File: src/rtl/fault_inj_pkg.sv
// Shared encodings for the programmable fault injector: fault modes, FSM
// states and the maximal-length Fibonacci LFSR tap table.
package fault_inj_pkg;

  typedef enum logic [1:0] {
    MODE_SINGLE = 2'd0,
    MODE_DOUBLE = 2'd1,
    MODE_BURST  = 2'd2,
    MODE_RANDOM = 2'd3
  } fault_mode_e;

  typedef enum logic [1:0] {
    ST_IDLE  = 2'd0,
    ST_ARMED = 2'd1,
    ST_DONE  = 2'd2
  } inj_state_e;

  // Tap mask for a left-shifting Fibonacci LFSR: polynomial term x^n maps to
  // bit n-1. Widths missing from the table fall back to the 16-bit taps.
  function automatic logic [31:0] lfsr_taps(input int width);
    case (width)
      4:       return 32'h0000_000C;
      5:       return 32'h0000_0014;
      6:       return 32'h0000_0030;
      7:       return 32'h0000_0060;
      8:       return 32'h0000_00B8;
      10:      return 32'h0000_0240;
      12:      return 32'h0000_0829;
      16:      return 32'h0000_D008;
      20:      return 32'h0009_0000;
      24:      return 32'h00E1_0000;
      32:      return 32'h8020_0003;
      default: return 32'h0000_D008;
    endcase
  endfunction

endpackage

File: src/rtl/fault_mask_gen.sv
// Combinational fault-mask generator: turns the latched mode, fixed
// addresses, burst length and random address bits into a CODE_W flip mask.
module fault_mask_gen
  import fault_inj_pkg::*;
#(
  parameter int CODE_W = 13,
  parameter int ADDR_W = $clog2(CODE_W)
) (
  input  fault_mode_e         mode,
  input  logic [ADDR_W-1:0]   addr1,
  input  logic [ADDR_W-1:0]   addr2,
  input  logic [ADDR_W-1:0]   burst_len,
  input  logic [2*ADDR_W-1:0] rand_bits,
  output logic [CODE_W-1:0]   mask
);

  localparam logic [ADDR_W:0] CODE_LIM = (ADDR_W+1)'(CODE_W);

  // One-hot bit at address a; addresses beyond the codeword give no bit.
  function automatic logic [CODE_W-1:0] onehot(input logic [ADDR_W-1:0] a);
    logic [CODE_W-1:0] m;
    m = '0;
    for (int i = 0; i < CODE_W; i++) begin
      if ((ADDR_W+1)'(i) == {1'b0, a}) m[i] = 1'b1;
    end
    return m;
  endfunction

  // Random addresses span 0..2^ADDR_W-1 < 2*CODE_W, so one subtraction folds them in range.
  function automatic logic [ADDR_W-1:0] fold(input logic [ADDR_W-1:0] a);
    logic [ADDR_W:0] w;
    w = {1'b0, a};
    if (w >= CODE_LIM) w = w - CODE_LIM;
    return w[ADDR_W-1:0];
  endfunction

  // Contiguous run from start for len bits, clipped at the top bit, no wrap.
  function automatic logic [CODE_W-1:0] burst(input logic [ADDR_W-1:0] start,
                                              input logic [ADDR_W-1:0] len);
    logic [CODE_W-1:0] m;
    logic [ADDR_W:0]   lo;
    logic [ADDR_W:0]   hi;
    logic [ADDR_W:0]   idx;
    m  = '0;
    lo = {1'b0, start};
    hi = lo + {1'b0, len};
    for (int i = 0; i < CODE_W; i++) begin
      idx = (ADDR_W+1)'(i);
      if (idx >= lo && idx < hi) m[i] = 1'b1;
    end
    return m;
  endfunction

  // Select the mask shape for the active mode.
  always_comb begin
    mask = '0;
    unique case (mode)
      MODE_SINGLE: mask = onehot(addr1);
      MODE_DOUBLE: mask = onehot(addr1) | onehot(addr2);
      MODE_BURST:  mask = burst(addr1, burst_len);
      MODE_RANDOM: mask = onehot(fold(rand_bits[ADDR_W-1:0])) |
                          onehot(fold(rand_bits[2*ADDR_W-1:ADDR_W]));
      default:     mask = '0;
    endcase
  end

endmodule

File: src/rtl/programmable_fault_injector.sv
// Programmable fault injector: a one-deep register slice that XORs a
// configurable fault mask into every Nth accepted codeword while armed.
module programmable_fault_injector
  import fault_inj_pkg::*;
#(
  parameter int CODE_W = 13,
  parameter int ADDR_W = $clog2(CODE_W),
  parameter int CNT_W  = 16,
  parameter int LFSR_W = 16
) (
  input  logic              clk,
  input  logic              rst,
  input  logic              cfg_load,
  input  logic              cfg_abort,
  input  logic [1:0]        cfg_mode,
  input  logic [ADDR_W-1:0] cfg_addr1,
  input  logic [ADDR_W-1:0] cfg_addr2,
  input  logic [ADDR_W-1:0] cfg_burst_len,
  input  logic [CNT_W-1:0]  cfg_period,
  input  logic [CNT_W-1:0]  cfg_count,
  input  logic [LFSR_W-1:0] cfg_seed,
  input  logic              in_valid,
  output logic              in_ready,
  input  logic [CODE_W-1:0] in_code,
  output logic              out_valid,
  input  logic              out_ready,
  output logic [CODE_W-1:0] out_code,
  output logic [CODE_W-1:0] out_mask,
  output logic              out_injected,
  output logic [CNT_W-1:0]  inj_count,
  output logic [1:0]        state_o
);

  localparam logic [LFSR_W-1:0] LFSR_TAPS = LFSR_W'(lfsr_taps(LFSR_W));

  inj_state_e        state_q, state_d;
  fault_mode_e       mode_q, mode_d;
  logic [ADDR_W-1:0] addr1_q, addr1_d, addr2_q, addr2_d, len_q, len_d;
  logic [CNT_W-1:0]  period_q, period_d, count_q, count_d;
  logic [CNT_W-1:0]  per_cnt_q, per_cnt_d, inj_count_q, inj_count_d;
  logic [LFSR_W-1:0] lfsr_q, lfsr_d;
  logic              out_valid_q, out_valid_d;
  logic [CODE_W-1:0] out_code_q, out_code_d, out_mask_q, out_mask_d;

  logic              accept;
  logic              fault_now;
  logic [CNT_W-1:0]  inj_inc;
  logic [CODE_W-1:0] gen_mask;

  fault_mask_gen #(
    .CODE_W (CODE_W),
    .ADDR_W (ADDR_W)
  ) u_mask_gen (
    .mode      (mode_q),
    .addr1     (addr1_q),
    .addr2     (addr2_q),
    .burst_len (len_q),
    .rand_bits (lfsr_q[2*ADDR_W-1:0]),
    .mask      (gen_mask)
  );

  assign in_ready     = !out_valid_q || out_ready;
  assign accept       = in_valid && in_ready;
  // Abort wins over injection: the word accepted alongside it passes clean.
  assign fault_now    = (state_q == ST_ARMED) && accept && !cfg_abort &&
                        (per_cnt_q == CNT_W'(1));
  assign inj_inc      = (inj_count_q == '1) ? inj_count_q : inj_count_q + CNT_W'(1);

  assign out_valid    = out_valid_q;
  assign out_code     = out_code_q;
  assign out_mask     = out_mask_q;
  assign out_injected = |out_mask_q;
  assign inj_count    = inj_count_q;
  assign state_o      = state_q;

  // Next-state logic for the output slice, period counter, LFSR and FSM.
  always_comb begin
    state_d     = state_q;
    mode_d      = mode_q;
    addr1_d     = addr1_q;
    addr2_d     = addr2_q;
    len_d       = len_q;
    period_d    = period_q;
    count_d     = count_q;
    per_cnt_d   = per_cnt_q;
    inj_count_d = inj_count_q;
    lfsr_d      = lfsr_q;
    out_valid_d = out_valid_q;
    out_code_d  = out_code_q;
    out_mask_d  = out_mask_q;

    if (accept) begin
      out_valid_d = 1'b1;
      out_mask_d  = fault_now ? gen_mask : '0;
      out_code_d  = in_code ^ (fault_now ? gen_mask : '0);
    end else if (out_ready) begin
      out_valid_d = 1'b0;
    end

    if (cfg_abort) begin
      state_d = ST_IDLE;
    end else begin
      unique case (state_q)
        ST_IDLE: begin
          if (cfg_load) begin
            state_d     = ST_ARMED;
            mode_d      = fault_mode_e'(cfg_mode);
            addr1_d     = cfg_addr1;
            addr2_d     = cfg_addr2;
            len_d       = cfg_burst_len;
            period_d    = (cfg_period == '0) ? CNT_W'(1) : cfg_period;
            per_cnt_d   = (cfg_period == '0) ? CNT_W'(1) : cfg_period;
            count_d     = cfg_count;
            inj_count_d = '0;
            lfsr_d      = (cfg_seed == '0) ? '1 : cfg_seed;
          end
        end
        ST_ARMED: begin
          if (accept) begin
            lfsr_d    = {lfsr_q[LFSR_W-2:0], ^(lfsr_q & LFSR_TAPS)};
            per_cnt_d = (per_cnt_q == CNT_W'(1)) ? period_q : per_cnt_q - CNT_W'(1);
            if (fault_now) begin
              inj_count_d = inj_inc;
              if (count_q != '0 && inj_inc == count_q) state_d = ST_DONE;
            end
          end
        end
        default: ;
      endcase
    end
  end

  // Control state and output slice; reset drops any in-flight word.
  always_ff @(posedge clk) begin
    if (rst) begin
      state_q     <= ST_IDLE;
      per_cnt_q   <= '0;
      inj_count_q <= '0;
      lfsr_q      <= '1;
      out_valid_q <= 1'b0;
      out_code_q  <= '0;
      out_mask_q  <= '0;
    end else begin
      state_q     <= state_d;
      per_cnt_q   <= per_cnt_d;
      inj_count_q <= inj_count_d;
      lfsr_q      <= lfsr_d;
      out_valid_q <= out_valid_d;
      out_code_q  <= out_code_d;
      out_mask_q  <= out_mask_d;
    end
  end

  // Configuration latched at load; only meaningful once armed, so no reset.
  always_ff @(posedge clk) begin
    mode_q   <= mode_d;
    addr1_q  <= addr1_d;
    addr2_q  <= addr2_d;
    len_q    <= len_d;
    period_q <= period_d;
    count_q  <= count_d;
  end

endmodule

File: config.mk
export PLATFORM = sky130hd
export DESIGN_NAME = programmable_fault_injector
export DESIGN_NICKNAME = d
export VERILOG_FILES = /design/src/rtl/fault_inj_pkg.sv /design/src/rtl/fault_mask_gen.sv /design/src/rtl/programmable_fault_injector.sv
export SDC_FILE = /design/constraint.sdc
export NUM_CORES = 1
export LEC_CHECK = 0
export BUFFER_PORTS_ARGS = -buffer_cell sky130_fd_sc_hd__buf_2
export CORE_MARGIN = 1.5
export CORE_UTILIZATION = 45
export CTS_CLUSTER_DIAMETER = 50
export DETAILED_ROUTE_END_ITERATION = 12
export GPL_ROUTABILITY_DRIVEN = 0
export PLACE_DENSITY = 0.76
export SLEW_MARGIN = 20
export SYNTH_ARGS = -nofsm -noshare
export SYNTH_HDL_FRONTEND = slang
export SYNTH_SLANG_ARGS = --single-unit
export TNS_END_PERCENT = 10
File: constraint.sdc
create_clock -name clk -period 5.5 [get_ports clk]
set_input_delay 0.825 -clock clk [delete_from_list [all_inputs] [get_ports clk]]
set_output_delay 0.825 -clock clk [all_outputs]
set_load 0.05 [all_outputs]
Yosys cells after proc, flatten, opt, wreduce, memory -nomap -nowiden

Cells that the tools add are included.

Bits in registers: 123
Word-level logic and storage cells: 292

Add/sub/neg operators: 5
$lt $le $gt $ge: 28
Equality and inequality tests: 59
Mux-type cells: 144
Bitwise logic cells: 4
Reduce and logical (&&, ||, !) cells: 39

Operators by type and width:

| kind                                                                         | count |
|---|---|
| 16-bit 2-to-1 mux                                                            | 11 |
| 1-bit 2-to-1 mux                                                             | 119 |
| 16-bit case mux with 2 select lines                                          | 3 |
| 4-bit == test (first input constant)                                         | 20 |
| 3-bit by 4-bit == test with 1-bit output (first input constant)              | 16 |
| 13-bit case mux with 4 select lines                                          | 1 |
| 2-bit by 4-bit == test with 1-bit output (first input constant)              | 8 |
| 16-bit zero test                                                             | 2 |
| 13-bit bitwise OR                                                            | 2 |
| 4-bit by 5-bit less-than comparator with 1-bit output (first input constant) | 5 |
| 4-bit >= comparator (first input constant)                                   | 5 |
| 3-bit by 5-bit less-than comparator with 1-bit output (first input constant) | 4 |
| 1-bit logical AND                                                            | 18 |
| 16-bit by 1-bit adder with 16-bit output (second input constant)             | 1 |
| 1-bit by 4-bit == test with 1-bit output (first input constant)              | 4 |
| 16-bit by 1-bit == test with 1-bit output (second input constant)            | 1 |
| 16-bit == test                                                               | 1 |
| 16-bit == test (second input constant)                                       | 1 |
| 3-bit by 4-bit >= comparator with 1-bit output (first input constant)        | 4 |
| 4-bit zero test                                                              | 4 |
| 4-bit 2-to-1 mux                                                             | 4 |
| 16-bit nonzero test                                                          | 1 |
| 16-bit XOR reduction                                                         | 1 |
| 16-bit by 1-bit subtractor with 16-bit output (second input constant)        | 1 |
| other kinds (25)                                                             | 42 |

Depth between registers and ports, before layout

Gate-level depths: netlist of the first run.

Depth in word-level cells: 10
Mapped depth: 10
Mapped depth without buffers: 9

Cells and area by module

A second synthesis of the first run with hierarchy kept.

Cells, all modules: 851
Area, all modules: 7,352.1 um2

By module, submodules not included:

| module                      | instances | cells an instance | area each (um2) | sequential area each (um2) |
|---|---|---|---|---|
| programmable_fault_injector | 1         | 638               | 6,019.5         | 2,922.8 |
| fault_mask_gen              | 1         | 213               | 1,332.5         | 0.0 |

Least setup slack after synthesis of the first run

No wires, ideal clock.

Path type: input to register
Start: input cfg_load
End: register per_cnt_q[0]
Data arrival time: 2,989 ps
Required time: 5,359 ps
Path slack: 2,370 ps
Stages: 7
Buffers on the path: 0
Cell sequence: nor3b_1 nand2_1 inv_1 nor2_1 a221o_1 a21oi_1 a2111oi_0

Cells in the longest elaborated chain, start to end: 2

Ends and longest elaborated chain:

| element                              | RTL line                           | source |
|---|---|---|
| from (decl)                          | programmable_fault_injector.sv:13  | `input logic cfg_load,` |
| 2-bit != test (no source line)       | n/a                                |  |
| 4-bit AND reduction (no source line) | n/a                                |  |
| to (signal assigned)                 | programmable_fault_injector.sv:145 | `per_cnt_q <= per_cnt_d;` |
| to (decl)                            | programmable_fault_injector.sv:40  | `logic [CNT_W-1:0] per_cnt_q, per_cnt_d, inj_count_q, inj_count_d;` |

No other way between the ends.
A chain may end at the register's enable or synchronous reset.

Worst setup path in the final report of the first run

Start: register addr1_q[0]
End: register out_code_q[9] (netlist: out_code[9])

Cells in the longest elaborated chain, start to end: 7

Ends and longest elaborated chain:

| element                                                                                   | RTL line                                   | source |
|---|---|---|
| from (decl)                                                                               | programmable_fault_injector.sv:38          | `logic [ADDR_W-1:0] addr1_q, addr1_d, addr2_q, addr2_d, len_q, len_d;` |
| from (signal assigned)                                                                    | programmable_fault_injector.sv:157         | `addr1_q <= addr1_d;` |
| 4-bit by 4-bit adder with 5-bit output or 4-bit == test (tied branches)                   | fault_mask_gen.sv:46, fault_mask_gen.sv:24 |  |
| 4-bit by 5-bit less-than comparator with 1-bit output or 1-bit 2-to-1 mux (tied branches) | fault_mask_gen.sv:49, fault_mask_gen.sv:24 |  |
| 1-bit logical AND or 1-bit 2-to-1 mux (tied branches)                                     | fault_mask_gen.sv:49, fault_mask_gen.sv:57 |  |
| 1-bit 2-to-1 mux or 13-bit bitwise OR (tied branches)                                     | fault_mask_gen.sv:49, fault_mask_gen.sv:59 |  |
| 13-bit case mux with 4 select lines (*)                                                   | fault_mask_gen.sv:57                       | `unique case (mode)` |
| 13-bit 2-to-1 mux (*)                                                                     | programmable_fault_injector.sv:95          | `out_code_d = in_code ^ (fault_now ? gen_mask : '0);` |
| 13-bit bitwise XOR (*)                                                                    | programmable_fault_injector.sv:95          |  |
| to (signal assigned)                                                                      | programmable_fault_injector.sv:149         | `out_code_q <= out_code_d;` |
| to (decl)                                                                                 | programmable_fault_injector.sv:43          | `logic [CODE_W-1:0] out_code_q, out_code_d, out_mask_q, out_mask_d;` |

Every way passes the cells marked *; elsewhere a longest branch is shown, timed or not. The select of a mux whose other input is x is not followed.

==> results.md, run 1 <==
- Core region area: between 0.015 and 0.02 mm2
- Later-pin clock latency in the skew report: ~0.42 ns
- Tightest Hold Check Type: reg2reg
- #FFs+latches synth: ~120
- Die Area: roughly 0.018 mm2
- Count of flip-flops with a built-in enable after synthesis: 46
- TritonCTS buffer count: 17
- Simple-gate portion of the synthesized area: 0.244
- Compound-Gate Fraction of Synth Area: 0.238
- Via/cell ratio: ~6.1
- Number of remaining DRC errors: 0
- Grt total ovfl: 0
- Avg WL per Cell: 17.5 um
- Mux contribution to synthesized area: 0.0191
- # diodes: 0
- Worst Path Required: about 6 ns
- Largest net degree at the start of global routing: 77
- Layout Skew: roughly 0.0081 ns
- Initial Util: 0.457
- Synth area leaders: dfxtp_1, edfxtp_1, a21oi_1, nand2_1, nor2_1
- Placed cell areas: between 0.008 and 0.009 mm2
- Power Internal: about 1.8 mW
- Vias after detailed routing: around 7300
- Router iterations before antenna repair: 7
- Post-layout min period: ~3.4 ns
- Routed wire length: about 21 mm
- VDD IR max: ~0.23 mV
- Io pins: between 100 and 150
- Combinational power share: 0.141
- Die Width: 132 um
- Post-synth top cells: nand2_1, nor2_1, dfxtp_1
- Actual slew at the worst max-slew pin: roughly 0.92 ns
- Switching Fraction: 0.267
- Post-Synth XOR/XNOR Area: 0.0396
- Switching power: about 0.67 mW
- Initial DRC count: 884
- Die height: between 100 and 150 um
- Leak: around 3.3 nW
- IO buf count: ~130
- Main combinational cell family by area after synthesis: simple AND/OR/NAND/NOR gates
- First-pass GRT wire length: roughly 34 mm
- Synth Flop Type: dfxtp_1
- WS Path Type: reg2reg
- Syn nets: between 900 and 1000
- CP endpoint kind: flip-flop
- Initial antenna violation count: 0
- Post-Synth Adder-Cell Area: 0.0210
- Post-CTS Setup Inserts: 0
- Clk sinks: 123
- Number of synthesis warnings: 0
- Final ANT Viol Nets: 0
- Synth area leader: dfxtp_1
- Slew Viols, Final: 0
- Status: completed
- Bufs on Longest Clock Path: 2
- Power Dens Cells: around 280 mW/mm2
- Max Fclk: about 300 MHz
- Netlist Area Pre-Place: about 0.0075 mm2
- Vias in the first global route: between 6000 and 7000
- Layout cells sized above 1: 0.196
- H-Tree Depth: 4
- RSZ-0062 raised after global routing: no
- Register area share after synthesis: 0.389
- Worst-path cell chain: ha_1 > fa_1 > nand4b_1 > a211oi_2 > a211oi_1 > o31ai_1 > mux2_2 > a21oi_1
- Syn Area/Cell: around 8.5 um2
- Setup TNS: 0 ns
- Gr usage total: 0.241
- Setup violations, final: 0
- Cell count after synthesis: roughly 900
- Crit share post-route: 0.612
- Critical path launch point type: flip-flop
- Clock Power Share: 0.444
- Count leader, synth: nand2_1
- Slew Limit Headroom: 0.383
- CP Data Arrival Time: 3.71 ns
- Gates resized, CTS repair: 0
- Crit-path slowest cell: edfxtp_1
- Clock root buffer: clkbuf_16
- Hold-fix buffers at CTS: 0
- Clock transition at the registers of the reported paths: ~0.05 ns
- Synth top area share: 0.205
- Site row count: 47
- Critical path peak fanout: 11
- Nets@finish: about 1100
- MaxCap Viol Count: 0
- Post-synth cell types: about 80
- Async S/R FF share, synth: 0
- Layout area overhead: 16.4%
- Largest stage delay on the critical path: 0.55 ns
- Sequential power share: 0.415
- Final hold vios: 0
- CTS tree: yes
- Post-DP HPWL: between 10 and 15 mm
- Post-route cell area: 0.00876 mm2
[power by group through the flow]
stage               clock (mW)  combinational (mW)  sequential, mW
floorplan                    0               0.240            1.06
global placement             0               0.341            1.05
detailed placement           0               0.343            1.05
CTS                       1.12               0.347            1.04
global route              1.16               0.386            1.04
finish                    1.11               0.351            1.04
[cells in the final DEF (no fill, tap or decap), types with 8 or more instances in the layout]
cell / instances
a21o_1: 10
xor2_1: 15
nor2b_1: 12
xnor2_1: 19
o31ai_1: 8
nor3_1: 31
o21ai_0: 48
ha_1: 11
inv_1: 14
nand4_1: 12
a21oi_1: 75
nor2_1: 77
edfxtp_1: 46
nand3b_1: 16
a31oi_1: 17
clkbuf_16: 20
nand2b_1: 10
and2_1: 8
dfxtp_1: 77
nand2_1: 88
a211oi_1: 36
nor4_1: 24
nand3_1: 21
buf_2: 127
o221ai_1: 11
and4_1: 8
[through the flow]
| step | power (mW) | instances | util | hold slack [ns] | setup WS, ns |
|---|---|---|---|---|---|
| finish | 2.50 | 1199 | 0.532 | 0.454 | 2.13 |
| detailed placement | 1.40 | 1167 | 0.496 | 0.451 | 2.25 |
| global route | 2.59 | 1199 | 0.532 | 0.478 | 1.96 |
| global placement | 1.39 | 1167 | 0.496 | 0.444 | 2.31 |
| floorplan | 1.30 | 887 | - | 0.436 | 2.37 |
| CTS | 2.50 | 1199 | 0.532 | 0.462 | 2.23 |
[state kept, by name, summed over array words and instances (netlist names)]
| register | cells |
|---|---|
| addr2_q | 4 |
| lfsr_q | 16 |
| addr1_q | 4 |
| out_valid | 1 |
| out_mask | 13 |
| out_code | 13 |
| count_q | 16 |
| state_o | 2 |
| per_cnt_q | 16 |
| inj_count | 16 |
| mode_q | 2 |
| period_q | 16 |
| len_q | 4 |
[per-layer routing]
layer,part of all wire,track usage,wire [um]
met1,0.44,0.311,9150
met2,0.46,0.392,9700
met3,0.071,0.0523,1480
met4,0.028,0.0983,594
met5,0,0,0
[cell families after synthesis]
logic type | count (synthesis)
and+or+nand+nor | 346
adders and majority gates | 12
muxes | 13
buffers and inverters | 88
AOI/OAI and AO/OA | 271
DFF | 123
xor gates and xnor gates | 34
[final cells by class]
cell class / instances / area [um2]
fill: 1558 / 7710
multi-input combinational: 676 / 4230
sequential: 123 / 2920
timing repair buffer: 133 / 681
clock buffer: 28 / 571
tap: 220 / 275
inverter: 15 / 56.3
clock inverter: 4 / 23.8
[worst max-delay path, delay by kind of cell (launching register included)]
family,cells,cell delay (ns)
compound gates,4,1.28
fa+ha+maj,2,0.81
simple gates,1,0.25
flops,1,0.55
mux,1,0.39
[final timing paths]
kind	from	cells past startpoint	endpoint	slack, ns
worst max-delay path	addr1_q[0]$_DFFE_PP_	8	out_code[9]$_SDFFE_PP0P_	2.13
worst min-delay path	out_code[11]$_SDFFE_PP0P_	2	out_code[11]$_SDFFE_PP0P_	0.45
worst max register to register	addr1_q[0]$_DFFE_PP_	8	out_code[9]$_SDFFE_PP0P_	2.13
worst min register to register	out_code[11]$_SDFFE_PP0P_	2	out_code[11]$_SDFFE_PP0P_	0.45
No activity file was read; power rests on OpenSTA's default activity.
==> run 2: changes to the inputs <==
Settings changed: PLACE_DENSITY 0.76 to 0.79.
Clock period 5.5 ns to 3 ns, I/O delays scaled along.
==> run 2 against run 1 <==
Effect of this change: design area is 1.9% higher; count of clock-buffer cells in the layout down 5; first-iteration DRC count decreased by 5.0%; largest power group unchanged.
==> results.md, run 2 (same netlist as run 1, synthesis figures left out) <==
- Site row count: 47
- Layout area overhead: 18.6%
- Setup TNS: 0 ns
- Tightest Hold Check Type: in2reg
- WS Path Type: reg2reg
- IO buf count: 127
- Worst setup startpoint: addr1_q[0]$_DFFE_PP_
- Hold-fix buffers at CTS: 0
- Post-CTS Setup Inserts: 0
- Final ANT Viol Nets: 0
- Bufs on Longest Clock Path: 2
- Commonest non-fill, non-tap cells in the layout: buf_2, nand2_1, nor2_1, dfxtp_1, a21oi_1
- WL met2: 9.79 mm
- Status: completed
- Initial antenna violation count: 0
- # diodes: 0
- MaxCap Viol Count: 0
- Slew Limit Headroom: 0.466
- Final Hold Slack: 0.199 ns
- Initial Util: 0.457
- Crit share post-route: 0.940
- Clock root buffer: clkbuf_16
- Number of remaining DRC errors: 0
- Reg2reg setup slack: about 0.18 ns
- Crit-path slowest cell: fa_2
- Layout cells sized above 1: 0.221
- WL met1: roughly 9 mm
- Core Util, Final: 0.542
- Io pins: about 130
- Die height: 132 um
- Critical path launch point type: flip-flop
- Router iterations before antenna repair: 7
- WP buf/inv: 0
- Largest net degree at the start of global routing: 47
- Via/cell ratio: 5.99
- Crit-path leading delay family: adder cells
- Vias in the first global route: roughly 6800
- Grt total ovfl: 0
- Leak: 3.41 nW
- Avg WL per Cell: 17.2 um
- WP depth: 9
- CTS tree: yes
- Worst Path Required: about 3.4 ns
- Nets@finish: 1081
- Worst-path cell chain: ha_1 > fa_2 > nor2_1 > nor2_1 > nor3_2 > a2111oi_0 > o311ai_1 > mux2_1 > nor2_1
- Post-layout min period: 2.82 ns
- Clock transition at the registers of the reported paths: ~0.06 ns
- VDD IR max: approximately 0.4 mV
- First-pass GRT wire length: between 30 and 40 mm
- Power Dens Cells: approximately 500 mW/mm2
- Vias after detailed routing: about 7300
- Critical path peak fanout: 7
- Gr usage total: 0.238
- Slew Viols, Final: 0
- Clk sinks: 123
- RSZ-0062 raised after global routing: no
- RR Endpoint: out_code[12]$_SDFFE_PP0P_
- Die Width: about 130 um
- Final hold vios: 0
- Layout Skew: 0.0124 ns
- Die Area: between 0.015 and 0.02 mm2
- H-Tree Depth: 4
- Initial DRC count: 840
- Uppermost layer routed: met4
- R2R depth: 9
- CP endpoint kind: flip-flop
- Crit path to: out_code[12]$_SDFFE_PP0P_
- Routed wire length: 21.0 mm
- CP Data Arrival Time: about 3.2 ns
- DR WL met3: 1.57 mm
- Critical R2R Launch: addr1_q[0]$_DFFE_PP_
- Actual slew at the worst max-slew pin: ~0.8 ns
- Post-DP HPWL: roughly 15 mm
- Worst path most repeated cell: nor2_1
- Max Fclk: 355 MHz
- Largest stage delay on the critical path: around 0.63 ns
- Fillers: approximately 1500
- Core region area: roughly 0.016 mm2
- TritonCTS buffer count: 17
- Later-pin clock latency in the skew report: approximately 0.43 ns
- Setup violations, final: 0
- Commonest non-fill, non-tap cell in the layout: buf_2
run 2: per-layer routing:
layer / vias to the layer above / track usage
li1: 3536 / -
met1: 3381 / 0.302
met2: 338 / 0.400
met3: 59 / 0.0596
met4: 0 / 0.0757
met5: - / 0
run 2: power breakdown:
| group | leakage (nW) | internal, mW | total, mW | switching, mW |
|---|---|---|---|---|
| clock network | 0.270 | 1.15 | 1.90 | 0.755 |
| logic | 2.08 | 0.263 | 0.674 | 0.411 |
| registers | 1.06 | 1.81 | 1.89 | 0.0727 |
| total | 3.41 | 3.22 | 4.46 | 1.24 |
run 2: area by class of cell:
| type | count | area (um2) | area share |
|---|---|---|---|
| clock buffers | 23 | 489 | 0.0548 |
| multi-input cells | 676 | 4260 | 0.478 |
| flip-flops and latches | 123 | 2920 | 0.328 |
| well taps | 220 | 275 | 0.0309 |
| inverters | 15 | 56.3 | 0.00631 |
| clock inverters | 9 | 58.8 | 0.00659 |
| repair buffers | 155 | 858 | 0.0962 |
run 2: stage by stage:
step | cell area [um2] | power, mW | setup slack, ns | cells
after CTS | 8890 | 4.49 | 0.0831 | 1221
final | 8920 | 4.46 | 0.180 | 1221
after global routing | 8920 | 4.64 | 0.0240 | 1221
after floorplan | 7520 | 2.38 | 0.120 | 887
after global placement | 8340 | 2.56 | 0.156 | 1189
after detailed placement | 8340 | 2.58 | 0.0813 | 1189
run 2: worst min-delay path by stage:
stage / cells past startpoint / from / to
finish: 1 / cfg_count[13] / count_q[13]$_DFFE_PP_
global route: 1 / cfg_count[4] / count_q[4]$_DFFE_PP_
CTS: 1 / cfg_count[8] / count_q[8]$_DFFE_PP_
detailed placement: 2 / out_code[7]$_SDFFE_PP0P_ / out_code[7]$_SDFFE_PP0P_
global placement: 2 / out_code[6]$_SDFFE_PP0P_ / out_code[6]$_SDFFE_PP0P_
floorplan: 1 / lfsr_q[10]$_SDFFE_PP1P_ / lfsr_q[10]$_SDFFE_PP1P_
run 2: worst reg2reg max path, stage by stage (launching register included):
cell	delay [ns]
edfxtp_1	0.40
ha_1	0.27
fa_2	0.63
nor2_1	0.08
nor2_1	0.13
nor3_2	0.06
a2111oi_0	0.56
o311ai_1	0.22
mux2_1	0.34
nor2_1	0.07
run 2: repair_timing:
item                                    in CTS  in global routing
pin swaps                                    0                  1
endpoints found under the setup margin       1                  5
resized for setup                            1                  5
hold endpoints to repair                     0                  0
